`src/rtl/spi_jtag_bridge.sv`:
```
// -----------------------------------------------------------------------------
// spi_jtag_bridge
//
// Bridges a vendor virtual-JTAG primitive to one or more SPI flash devices
// (SPI mode 0). The host loads a command byte and a chip-select index through
// the user IR. It then enters shift-DR and sends a LEN_WIDTH-bit length header
// L, LSB first. The bridge clocks exactly 8*(L+1) bits to the selected flash:
// the command byte LSB first, then the host's tdi bits. Any bits the host
// shifts after that are bypassed from tdi to tdo and never reach the flash.
//
// Parameters
//   IR_WIDTH  : user IR width; [7:0] command byte, [IR_WIDTH-1:8] CS index
//   CS_WIDTH  : number of chip selects
//   LEN_WIDTH : width of the byte-length header
//
// Ports
//   tck       in   sole clock, all state updates on posedge
//   rst_n     in   synchronous reset, active low
//   ir_in     in   user IR value, captured on vs_uir
//   vs_uir    in   virtual update-IR state
//   vs_cdr    in   virtual capture-DR state
//   vs_sdr    in   virtual shift-DR state
//   tdi       in   JTAG data in
//   tdo       out  JTAG data out (registered miso in XFER, else tdi delayed)
//   spi_clk   out  SPI clock = ~tck gated by a registered enable
//   spi_csn   out  active-low chip selects
//   spi_mosi  out  registered serial data to flash
//   spi_miso  in   serial data from flash
//   busy      out  high while in HDR or XFER
//   aborted   out  sticky: last transaction left shift-DR early
// -----------------------------------------------------------------------------
module spi_jtag_bridge #(
   parameter int IR_WIDTH  = 9,
   parameter int CS_WIDTH  = 1,
   parameter int LEN_WIDTH = 16
) (
   input  logic                tck,
   input  logic                rst_n,
   input  logic [IR_WIDTH-1:0] ir_in,
   input  logic                vs_uir,
   input  logic                vs_cdr,
   input  logic                vs_sdr,
   input  logic                tdi,
   output logic                tdo,
   output logic                spi_clk,
   output logic [CS_WIDTH-1:0] spi_csn,
   output logic                spi_mosi,
   input  logic                spi_miso,
   output logic                busy,
   output logic                aborted
);

   localparam int CSI_W = IR_WIDTH - 8;
   // One bit wider than LEN_WIDTH+3 so that 8*(2^LEN_WIDTH) fits without wrap.
   localparam int CNT_W = LEN_WIDTH + 4;
   localparam int HC_W  = (LEN_WIDTH > 1) ? $clog2(LEN_WIDTH) : 1;
   localparam logic [HC_W-1:0] HC_LAST = HC_W'(LEN_WIDTH - 1);
   localparam logic [31:0]     CS_LIM  = 32'(CS_WIDTH);
   localparam logic [CS_WIDTH-1:0] CSN_IDLE = {CS_WIDTH{1'b1}};

   typedef enum logic [1:0] {
      ST_IDLE = 2'd0,
      ST_HDR  = 2'd1,
      ST_XFER = 2'd2,
      ST_TAIL = 2'd3
   } state_e;

   state_e               state_q, state_d;
   logic [7:0]           cmd_q, cmd_d;
   logic [CSI_W-1:0]     cs_q, cs_d;
   logic [7:0]           sr_q, sr_d;
   logic [LEN_WIDTH-1:0] len_q, len_d;
   logic [HC_W-1:0]      hcnt_q, hcnt_d;
   logic [CNT_W-1:0]     bcnt_q, bcnt_d;
   logic                 clk_en_q, clk_en_d;
   logic [CS_WIDTH-1:0]  csn_q, csn_d;
   logic                 mosi_q, mosi_d;
   logic                 busy_q, busy_d;
   logic                 aborted_q, aborted_d;
   logic                 tdi_q;
   logic                 miso_q;

   logic                 cs_valid_s;
   logic [CS_WIDTH-1:0]  csn_sel_s;
   logic [CNT_W-1:0]     total_s;
   logic                 abort_s;

   // An out-of-range CS index turns the transaction into a null one.
   assign cs_valid_s = (32'(cs_q) < CS_LIM);
   assign csn_sel_s  = ~(CS_WIDTH'(1) << cs_q);
   // Bits clocked to the flash: command byte plus L payload bytes.
   assign total_s    = CNT_W'({len_q, 3'b000}) + CNT_W'(8);

   // clk_en only changes on posedge tck, while ~tck is low, so no runt pulses.
   assign spi_clk  = ~tck & clk_en_q;
   assign spi_csn  = csn_q;
   assign spi_mosi = mosi_q;
   assign busy     = busy_q;
   assign aborted  = aborted_q;
   assign tdo      = ((state_q == ST_XFER) && cs_valid_s) ? miso_q : tdi_q;

   // Next-state and datapath update for the transaction sequencer.
   always_comb begin
      state_d   = state_q;
      cmd_d     = cmd_q;
      cs_d      = cs_q;
      sr_d      = sr_q;
      len_d     = len_q;
      hcnt_d    = hcnt_q;
      bcnt_d    = bcnt_q;
      clk_en_d  = clk_en_q;
      csn_d     = csn_q;
      mosi_d    = mosi_q;
      aborted_d = aborted_q;
      abort_s   = 1'b0;

      case (state_q)
         ST_IDLE: begin
            if (vs_cdr) begin
               sr_d    = cmd_q;
               hcnt_d  = '0;
               state_d = ST_HDR;
            end else begin
               state_d = ST_IDLE;
            end
         end

         ST_HDR: begin
            if (vs_cdr || !vs_sdr) begin
               abort_s = 1'b1;
            end else begin
               // Length arrives LSB first: new bit enters at the top.
               len_d  = (LEN_WIDTH'(tdi) << (LEN_WIDTH - 1)) | (len_q >> 1);
               hcnt_d = hcnt_q + HC_W'(1);
               if (hcnt_q == HC_LAST) begin
                  bcnt_d  = '0;
                  state_d = ST_XFER;
               end else begin
                  state_d = ST_HDR;
               end
            end
         end

         ST_XFER: begin
            // Completion is checked first so that a host shifting exactly the
            // required number of bits is not flagged as an abort.
            if (bcnt_q == total_s) begin
               clk_en_d = 1'b0;
               csn_d    = CSN_IDLE;
               state_d  = ST_TAIL;
            end else if (vs_cdr || !vs_sdr) begin
               abort_s = 1'b1;
            end else begin
               mosi_d = sr_q[0];
               sr_d   = {tdi, sr_q[7:1]};
               bcnt_d = bcnt_q + CNT_W'(1);
               if (cs_valid_s) begin
                  clk_en_d = 1'b1;
                  csn_d    = csn_sel_s;
               end else begin
                  clk_en_d = 1'b0;
                  csn_d    = CSN_IDLE;
               end
            end
         end

         ST_TAIL: begin
            if (vs_cdr) begin
               abort_s = 1'b1;
            end else if (!vs_sdr) begin
               state_d = ST_IDLE;
            end else begin
               state_d = ST_TAIL;
            end
         end

         default: begin
            clk_en_d = 1'b0;
            csn_d    = CSN_IDLE;
            state_d  = ST_IDLE;
         end
      endcase

      if (abort_s) begin
         clk_en_d  = 1'b0;
         csn_d     = CSN_IDLE;
         aborted_d = 1'b1;
         state_d   = ST_IDLE;
      end else begin
         aborted_d = aborted_d;
      end

      // Update-IR loads the next command and clears the abort flag.
      if (vs_uir) begin
         cmd_d     = ir_in[7:0];
         cs_d      = ir_in[IR_WIDTH-1:8];
         aborted_d = 1'b0;
      end else begin
         cmd_d = cmd_q;
         cs_d  = cs_q;
      end

      busy_d = (state_d == ST_HDR) || (state_d == ST_XFER);
   end

   // State and datapath registers with synchronous active-low reset.
   always_ff @(posedge tck) begin
      if (!rst_n) begin
         state_q   <= ST_IDLE;
         cmd_q     <= 8'h00;
         cs_q      <= '0;
         sr_q      <= 8'h00;
         len_q     <= '0;
         hcnt_q    <= '0;
         bcnt_q    <= '0;
         clk_en_q  <= 1'b0;
         csn_q     <= CSN_IDLE;
         mosi_q    <= 1'b0;
         busy_q    <= 1'b0;
         aborted_q <= 1'b0;
         tdi_q     <= 1'b0;
         miso_q    <= 1'b0;
      end else begin
         state_q   <= state_d;
         cmd_q     <= cmd_d;
         cs_q      <= cs_d;
         sr_q      <= sr_d;
         len_q     <= len_d;
         hcnt_q    <= hcnt_d;
         bcnt_q    <= bcnt_d;
         clk_en_q  <= clk_en_d;
         csn_q     <= csn_d;
         mosi_q    <= mosi_d;
         busy_q    <= busy_d;
         aborted_q <= aborted_d;
         tdi_q     <= tdi;
         miso_q    <= spi_miso;
      end
   end

endmodule

```
`config.mk`:
```
export PLATFORM = sky130hd
export DESIGN_NAME = spi_jtag_bridge
export DESIGN_NICKNAME = d
export VERILOG_FILES = /design/src/rtl/spi_jtag_bridge.sv
export SDC_FILE = /design/constraint.sdc
export NUM_CORES = 1
export LEC_CHECK = 0
export ABC_AREA = 1
export BUFFER_PORTS_ARGS = -buffer_cell sky130_fd_sc_hd__buf_2
export CORE_MARGIN = 2
export CORE_UTILIZATION = 50
export CTS_BUF_LIST = sky130_fd_sc_hd__clkbuf_8
export DETAILED_ROUTE_END_ITERATION = 10
export GPL_TIMING_DRIVEN = 0
export PLACE_DENSITY = 0.64
export SETUP_SLACK_MARGIN = 0.4
export SLEW_MARGIN = 20
export SYNTH_ARGS = -nofsm -noshare
export SYNTH_HDL_FRONTEND = slang
export SYNTH_SLANG_ARGS = --single-unit
```
`constraint.sdc`:
```
create_clock -name tck -period 4.44 [get_ports tck]
set_input_delay 0.888 -clock tck [delete_from_list [all_inputs] [get_ports tck]]
set_output_delay 0.888 -clock tck [all_outputs]
set_load 0.03 [all_outputs]
```
==> results.md <==
- IO Count: 22
- Ys async rst share: 0%
- Worst Max-Slew Pin Slew: 0.609 ns
- GPL Wtd Cong: 0.943
- # rows: 32
- DR vias: 4109
- Initial antenna violation count: 0
- Area of the multi-input gates: 2300 um^2
- Largest net degree at the start of global routing: 13
- Synth Cell Area: 3990 um^2
- Critical path's top delay family: buffers and inverters
- Crit path largest cell delay: 0.21 ns
- DR iter-0 viols: 291
- Starting Density: 51.6%
- Hold_buf cts: 0
- Top sig layer: met4
- Reg area: 1320 um^2
- Filler Cell Count: 793
- Hold Crit Class: reg -> reg
- Layout cells sized above 1: 9.50%
- Post-synth EDFFs: 0
- Commonest non-fill, non-tap cell in the layout: nand2_1
- P_sw: 359 uW
- GRT Resource Usage Total: 26.1%
- TritonRoute pass-1 iters: 5
- Register bit count reported by yosys: 66
- Top_reg_cell synth: dfxtp_1
- IO Port Bufs: 20
- First-pass GRT wire length: 17900 um
- Worst-path clk slew: 0.07 ns
- Synthesis-to-layout area growth: 12.4%
- DRT Wirelength: 10800 um
- Resize count post-CTS: 0
- Peak VDD IR: 0.167 mV
- Yosys warns: 0
- Die area: 8710 um^2
- Clock Power Share: 47.0%
- Met3 wire len: 565 um
- GR Overflow Total: 0
- DRC: 0
- Syn Nets: 655
- Worst Path Required: 3.55 ns
- Most frequent cells in the layout: 160 x nand2_1, 96 x nor2_1, 66 x dfxtp_1
- Top cells by area, synth: dfxtp_1 33%, nand2_1 15%, nor2_1 9.0%
- Worst Setup End Kind: output pin
- Final ANT Viol Nets: 0
- Internal: 1.04 mW
- CP arrival: 2.77 ns
- Yosys cell types: 35
- Status: completed
- Lkg Pwr: 2.04 nW
- Register share of total power: 44.9%
- Combinational share of power: 8.1%
- Category of the most critical setup path: clk -> out
- Hold Vio Cnt, Final: 0
- CP Buf/Inv Count: 3
- Met1 Wirelength: 5000 um
- Synthesized area per cell: 6.28 um^2
- Clock latency on the worst-skew pair: 0.45 ns
- Vias per cell: 5.30
- Top cell type by total area after synthesis: dfxtp_1
- Max cap viols: 0
- Power Density: 312 nW/um^2
- Unrepaired setup endpoints after global routing: false
- Worst Setup Slack, final: 0.781 ns
- Sum Neg Setup Slack: 0 ns
- Die width: 93.3 um
- Most frequent CP cell: clkbuf_8
- Max stage delay cell, worst path: buf_2
- Wire per inst: 13.9 um
- Met2 routed WL: 5000 um
- Critical Path Fanout Max: 2
- Layout net count: 689
- Area of the core: 7730 um^2
- Switch share: 25.6%
- Die Y: 93.3 um
- Worst clock skew: 0.00829 ns
- Detailed placement HPWL: 8090 um
- Pre-CTS setup slack: 1.07 ns
- Top cell type's share of synthesized area: 33.1%
- Post-Synthesis Cells: 635
- Postcts setup bufs: 0
- Slew Limit Headroom: 59.4%
- Critical Path Source Type: clock port
- Sequential fraction of the synthesis area: 33.1%
- Vias in the first global route: 3804
- CP Cell Sequence: clkbuf_8 -> clkbuf_8 -> nor2_1 -> buf_2
- CTS tree: yes
- Slew Limit Fails: 0
- Ant diodes: 0
- Setup Viol. Count Final: 0
-- state kept, by name, summed over array words and instances (netlist names) --
register / flops
spi_csn: 1
sr_q: 8
tdi_q: 1
cmd_q: 8
state_q: 2
miso_q: 1
clk_en_q: 1
bcnt_q: 20
len_q: 16
aborted: 1
spi_mosi: 1
busy: 1
hcnt_q: 4
cs_q: 1
-- path summary, 6_finish.rpt --
path / cells past startpoint / from / end / slack [ns]
setup / recovery: 4 / tck / spi_clk / 0.78
hold / removal: 2 / spi_mosi$_SDFFE_PN0P_ / spi_mosi$_SDFFE_PN0P_ / 0.46
setup reg to reg: 10 / state_q[0]$_SDFF_PN0_ / bcnt_q[7]$_SDFFE_PN0P_ / 2.01
hold reg to reg: 2 / spi_mosi$_SDFFE_PN0P_ / spi_mosi$_SDFFE_PN0P_ / 0.46
-- worst register-to-register path: cells and delay by family (launching register included) --
family / cells / cell delay, ns
simple gates: 5 / 1.21
compound gates: 1 / 0.07
flops: 1 / 0.39
buf+inv: 4 / 0.63
-- through the flow --
stage	power, mW	util (%)	cell area, um^2	hold WS, ns	cells
2_1_floorplan	0.721	-	3990	0.431	635
3_3_place_gp	0.752	54.5	4220	0.447	757
3_5_place_dp	0.755	54.5	4220	0.455	757
4_1_cts	1.41	58.0	4480	0.464	776
5_1_grt	1.46	58.0	4480	0.496	776
6_report	1.40	58.0	4480	0.463	776
-- cell type report --
cell class / instances / share of cell area [%]
multi-input cells: 477 / 51.4
well taps: 102 / 2.85
clock inverters: 6 / 1.98
plain buffers: 23 / 2.32
repair buffers: 19 / 2.12
clock buffers: 14 / 4.10
flip-flops and latches: 66 / 29.5
inverters: 69 / 5.78
-- synth_stat cells, drive strengths merged, types with 5 or more instances --
cell    instances
o21ai          41
dfxtp          66
nor3           11
a21oi          40
inv            67
clkbuf         18
xor2           16
nor2          103
nand2         168
buf             5
nand4          14
nand3          63
-- routing by layer --
layer | GRT usage (%) | up-vias
met5 | 0 | -
met2 | 42.7 | 121
met4 | 9.31 | 0
met1 | 34.0 | 1857
met3 | 5.32 | 18
li1 | - | 2113
-- kinds of logic after synthesis --
| group | count (synthesis) | synth area share [%] |
|---|---|---|
| buffers and inverters | 92 | 9.10 |
| AOI/OAI and AO/OA | 83 | 10.5 |
| DFF | 66 | 33.1 |
| xor gates and xnor gates | 21 | 4.96 |
| adders and majority gates | 4 | 1.26 |
| and+or+nand+nor | 369 | 41.0 |
-- power groups by stage --
stage	Combinational [mW]	Clock (mW)	Sequential (mW)
after floorplan	0.0805	0.0000956	0.641
after global placement	0.110	0.0000956	0.642
after detailed placement	0.112	0.0000956	0.642
after CTS	0.113	0.673	0.628
after global routing	0.129	0.696	0.632
final	0.113	0.659	0.629
No activity file was read; power rests on OpenSTA's default activity.
